## src/rtl/demux_1to2.sv

```systemverilog
// Registered 1-to-2 valid/ready stream demultiplexer.
// Each output owns a 2-entry FIFO and a wrapping transfer counter.

module demux_fifo2 #(
   parameter int WIDTH = 8
) (
   input  logic             clk,
   input  logic             rst_n,
   input  logic             i_push,
   input  logic [WIDTH-1:0] i_data,
   input  logic             i_pop,
   output logic [WIDTH-1:0] o_data,
   output logic             o_valid,
   output logic             o_full,
   output logic [15:0]      o_cnt
);

   logic [1:0]       r_count;
   logic [WIDTH-1:0] r_head;
   logic [WIDTH-1:0] r_tail;
   logic [15:0]      r_cnt;

   // Head register is the output, kept at zero whenever the FIFO is empty.
   always_ff @(posedge clk or negedge rst_n) begin
      if (!rst_n) begin
         r_count <= 2'd0;
         r_head  <= '0;
         r_tail  <= '0;
         r_cnt   <= 16'd0;
      end else begin
         if (i_pop) begin
            r_cnt <= r_cnt + 16'd1;
         end
         case (r_count)
            2'd0: begin
               if (i_push) begin
                  r_head  <= i_data;
                  r_count <= 2'd1;
               end
            end
            2'd1: begin
               if (i_push && i_pop) begin
                  r_head <= i_data;
               end else if (i_push) begin
                  r_tail  <= i_data;
                  r_count <= 2'd2;
               end else if (i_pop) begin
                  r_head  <= '0;
                  r_count <= 2'd0;
               end
            end
            default: begin
               if (i_pop) begin
                  r_head  <= r_tail;
                  r_tail  <= '0;
                  r_count <= 2'd1;
               end
            end
         endcase
      end
   end

   assign o_data  = r_head;
   assign o_valid = (r_count != 2'd0);
   assign o_full  = (r_count == 2'd2);
   assign o_cnt   = r_cnt;

endmodule

module demux_1to2 #(
   parameter int WIDTH = 8
) (
   input  logic             clk,
   input  logic             rst_n,
   input  logic [WIDTH-1:0] in_data,
   input  logic             in_sel,
   input  logic             in_valid,
   output logic             in_ready,
   output logic [WIDTH-1:0] y0_data,
   output logic             y0_valid,
   input  logic             y0_ready,
   output logic [WIDTH-1:0] y1_data,
   output logic             y1_valid,
   input  logic             y1_ready,
   output logic [15:0]      cnt0,
   output logic [15:0]      cnt1
);

   logic w_full0;
   logic w_full1;
   logic w_acc;
   logic w_push0;
   logic w_push1;
   logic w_pop0;
   logic w_pop1;

   // Full-and-pop does not admit a push that cycle, so ready ignores y*_ready.
   assign in_ready = rst_n && !(in_sel ? w_full1 : w_full0);
   assign w_acc    = in_valid && in_ready;
   assign w_push0  = w_acc && !in_sel;
   assign w_push1  = w_acc && in_sel;
   assign w_pop0   = y0_valid && y0_ready;
   assign w_pop1   = y1_valid && y1_ready;

   demux_fifo2 #(.WIDTH(WIDTH)) u_fifo0 (
      .clk     (clk),
      .rst_n   (rst_n),
      .i_push  (w_push0),
      .i_data  (in_data),
      .i_pop   (w_pop0),
      .o_data  (y0_data),
      .o_valid (y0_valid),
      .o_full  (w_full0),
      .o_cnt   (cnt0)
   );

   demux_fifo2 #(.WIDTH(WIDTH)) u_fifo1 (
      .clk     (clk),
      .rst_n   (rst_n),
      .i_push  (w_push1),
      .i_data  (in_data),
      .i_pop   (w_pop1),
      .o_data  (y1_data),
      .o_valid (y1_valid),
      .o_full  (w_full1),
      .o_cnt   (cnt1)
   );

endmodule

```

## config.mk

```make
export PLATFORM = sky130hd
export DESIGN_NAME = demux_1to2
export DESIGN_NICKNAME = d
export VERILOG_FILES = /design/src/rtl/demux_1to2.sv
export SDC_FILE = /design/constraint.sdc
export NUM_CORES = 1
export LEC_CHECK = 0
export ABC_CLOCK_PERIOD_IN_PS = 3300
export BUFFER_PORTS_ARGS = -buffer_cell sky130_fd_sc_hd__buf_4
export CORE_ASPECT_RATIO = 2
export CORE_MARGIN = 2
export CORE_UTILIZATION = 45
export CTS_CLUSTER_DIAMETER = 150
export CTS_CLUSTER_SIZE = 30
export DETAILED_ROUTE_END_ITERATION = 10
export PLACE_DENSITY = 0.79
export SLEW_MARGIN = 5
export SYNTH_ARGS = -nofsm -noshare
export SYNTH_HDL_FRONTEND = slang
export SYNTH_SLANG_ARGS = --single-unit
export TNS_END_PERCENT = 10
```

## constraint.sdc

```tcl
create_clock -name clk -period 3.3 [get_ports clk]
set_clock_uncertainty 0.1 [all_clocks]
set_input_delay 0.33 -clock clk [delete_from_list [all_inputs] [get_ports clk]]
set_output_delay 0.33 -clock clk [all_outputs]
set_load 0.05 [all_outputs]
```

==> impl_summary.md <==
Global route
The combined global-route utilization of all metal layers is 19.2%. The largest net degree at the start of global routing is 64. The via count of the first global-routing pass is 2484. The total congestion overflow is 0. The first global-routing pass estimated approximately 12 mm of wire. The number of antenna violations at the first check in global routing is 0.

Routing
For this block, the routed nets add up to 7.27 mm of wire. Once detail routing completed, the nets flagged for antenna violations numbered 0. For this run, design rule violations remaining after detail routing come to 0. Using the TritonRoute via totals, the vias-per-cell ratio works out to 5.39. For this run, the detailed router's first-pass iteration total came to 4. The number of DRC markers after the initial detailed-route iteration is 87. The average wire per standard cell is 15.4 um. The detailed-route via count is between 2000 and 3000.

Critical path
The end of the worst register-to-register path is u_fifo1.o_cnt[12]. The number of buffers and inverters on the critical path is 3. The maximum fanout along the worst path is 63. The family with the most delay on the worst path is buffers and inverters. Measured in cells, the most critical reg-to-reg path has a length of 4. The logic depth of the worst setup path including buffers is 6. The critical path arrival is 2.26 ns. The critical path starts at rst_n. The critical path ends at u_fifo1.r_count[0]. Data on the critical path is required at its endpoint by 3.47 ns.

Walking the worst path, the cells encountered are dlygate4sd3_1, buf_4, buf_4, nand3_1, o21ai_0, o22a_1. STA classifies the critical path endpoint as a register. In this design, the critical path's most frequently occurring cell is sky130_fd_sc_hd__buf_4.

The internal reg-to-reg setup slack is approximately 1.4 ns. The worst setup path is launched from an input port. The critical path is of the input port to register type. The slowest stage of the critical path belongs to the cell sky130_fd_sc_hd__buf_4. The worst register-to-register path begins at u_fifo1.r_count[1]. The maximum single-stage delay on the critical path is 0.65 ns.

Power
For this design the total switching power over the nets is 1.07 mW. Across the VDD grid, the largest voltage drop is 0.490 mV. For this design the static power due to leakage is 2.02 nW.

In this run switching power makes up 33.9% of total power. Summing internal, switching and leakage power gives 3.17 mW. Internal power comes to 2.10 mW. The share of total power in the clock network is a little under two fifths.

Sequential cells account for 34.9% of the total power. The portion of total power attributed to combinational logic is 27.6%. The power density over cell area is ~750 nW/um^2.

Floorplan
For this configuration, the core starts out at a cell density of 46.2%. The vertical die dimension is 126 um. The cell row count is 44. In this run the standard cell core region covers roughly 7200 sq um.

For this design the top-level I/O count stands at 65. From left edge to right edge, the die measures 64.8 um. The floorplan step defined a die boundary enclosing 8150 sq um.

Cells and area
The finished layout holds 471 standard cells, fillers aside. The finished layout cell area is 4210 sq um. In the final layout, the share of cells above drive strength 1 is 29.0%.

The final layout contains approximately 400 nets. From synthesis to final layout, the design area changed by 26.4%. The number of diodes is 0. The count of fill cells added during filler insertion is 610.

Synth
The average instance in the mapped netlist occupies 10.7 sq um. The fraction of the yosys area taken by sequential cells is between 50% and 60%. The Yosys step of the flow raised 0 warnings.

The number of nets in the synthesized netlist is 327. The number of distinct library cells after synthesis is 49. The count of state elements after synthesis is 68. After technology mapping, the gate count stands at 311. The flip-flop cell with the highest count after synthesis is sky130_fd_sc_hd__dfrtp_1. For this run, asynchronously set or reset flops after synthesis account for 100%. The number of flops mapped to enable cells by yosys is 0.

The mapped cell area is about 3300 sq um.

Place
At the end of routability-driven placement, the weighted congestion stood at between 0.8 and 0.9. The count of buffers added on input and output ports is 64. The count of placed standard cells including taps is 454. The cell area after placement is 3830 sq um. The post-DP HPWL is 5.25 mm.

STA
The achievable frequency is 0.478 GHz. Setup violations remaining at the end of the flow were counted as 0. The transition time at the pin with the least slew margin is 0.773 ns. Hold is met by 0.157 ns.

The setup TNS is 0 ns. Measured against its own limit, the worst slew margin works out to 48.4%. The share of the cycle needed by the critical path after routing is 63.4%. The worst path in the final design needs a cycle of 2.09 ns, including I/O delays and setup. The number of max-slew violations in the final report is 0. The final-report hold violation count is 0.

Setup repair after global routing left no endpoint under its margin.

Clock network
The count of clock tree sinks is 68. Gates resized during post-CTS repair numbered 0. The post-CTS repair timing setup buffer count is 0. The total of hold buffers inserted after clock tree synthesis is 1. Counting the buffers created by CTS gives 9. The clock passes through at most 2 buffers. The register clock-pin slew on the reported worst setup and hold paths is 0.05 ns. The later pin in the worst-skew pair is clocked with a latency of 0.33 ns.

TritonCTS built the clock tree. The tree is rooted in a sky130_fd_sc_hd__clkbuf_16. The H-tree generated during clock tree synthesis spans 3 levels.

Status
The flow ran to the end, and the final reports show no timing, DRC or antenna violations.

Worst hold path
Along the worst hold path, the cell count comes to 3. The path class of the tightest hold or removal check is input port to register. The startpoint of the most critical hold path is in_data[7].

Run
The max capacitance violation total is 0.
[cells in the final DEF (no fill, tap or decap), drive strengths merged, types with 3 or more instances in the layout]
master / instances
a21oi: 5
a221oi: 15
a22oi: 8
and3: 6
buf: 65
bufinv: 4
clkbuf: 10
dfrtp: 68
inv: 20
nand2: 45
nand3: 20
nand4: 7
nor2: 30
nor2b: 3
nor3: 4
o2bb2ai: 8
xnor2: 21
xor2: 9
[synth_stat cells (all sizes together), types with 5 or more instances]
master   number  area share, %
nand3        20            3.0
o2bb2ai       8            2.1
inv          20            2.3
nand2        45            5.1
xor2          9            2.4
and3          6            1.1
dfrtp        68             51
xnor2        21            5.5
nor2         30            4.0
a21oi         5           0.86
a22oi         8            1.8
buf          12            3.0
a221oi       15            5.6
nand4         7            1.5
[worst min path at each step]
stage	end	slack, ns
floorplan	u_fifo0.o_cnt[0]	-0.07
global placement	u_fifo0.r_count[0]	0.06
detailed placement	u_fifo0.r_count[0]	0.06
CTS	u_fifo0.r_tail[7]	0.14
global route	u_fifo0.r_tail[7]	0.17
finish	u_fifo0.r_tail[7]	0.16
[worst reg2reg max path: stages (launching register included)]
cell                       delay [ns]
sky130_fd_sc_hd__dfrtp_1         0.78
sky130_fd_sc_hd__o211ai_4        0.16
sky130_fd_sc_hd__nor4_1          0.46
sky130_fd_sc_hd__nand2_1         0.13
sky130_fd_sc_hd__xnor2_1         0.15
[logic make-up (layout without fill, tap and decap cells)]
kind of cell             Yosys count  after routing  share of synthesized area [%]
AND/OR/NAND/NOR                  126            126                           19.1
flip-flops                        68             68                           51.1
AO/OA/AOI/OAI                     47             47                           14.1
buffers and inverters             34            102                           5.44
XOR/XNOR                          30             30                           7.89
multiplexers                       4              4                           1.65
adder cells (fa/ha/maj)            2              2                          0.751
[routing by layer]
metal	track usage (%)	up-vias	part of all wire [%]
met5	0	-	0
met4	9.26	0	1.7
met3	4.11	9	3.8
met2	32.8	55	56
met1	22.3	1269	39
li1	-	1206	-
[final cells by class]
type | count | area, sq um | area share (%)
Tap cell | 92 | 115 | 2.73
Multi-Input combinational cell | 209 | 1450 | 34.4
Clock buffer | 10 | 239 | 5.67
Timing Repair Buffer | 66 | 498 | 11.8
Sequential cell | 68 | 1700 | 40.4
Clock inverter | 6 | 135 | 3.21
Inverter | 20 | 75.1 | 1.78
[power groups by stage]
| stage | Clock, mW | Sequential, mW | Combinational (mW) |
|---|---|---|---|
| global placement | 0 | 1.11 | 0.867 |
| CTS | 1.20 | 1.11 | 0.884 |
| finish | 1.19 | 1.11 | 0.876 |
| floorplan | 0 | 1.46 | 0.255 |
| detailed placement | 0 | 1.12 | 0.881 |
| global route | 1.24 | 1.13 | 0.919 |
[state kept, by name, summed over array words and instances (netlist names)]
register         flops
u_fifo1.r_count      2
u_fifo0.r_count      2
u_fifo1.r_tail       8
u_fifo0.o_data       8
u_fifo1.o_cnt       16
u_fifo1.o_data       8
u_fifo0.o_cnt       16
u_fifo0.r_tail       8
[per-stage QoR]
| step | util (%) | worst slack (ns) |
|---|---|---|
| after floorplan | - | 1.49 |
| after global placement | 53.1 | 1.42 |
| after detailed placement | 53.1 | 1.40 |
| after CTS | 58.4 | 1.13 |
| after global routing | 58.4 | 0.955 |
| final | 58.4 | 1.21 |
(Power assumes the default switching activity.)
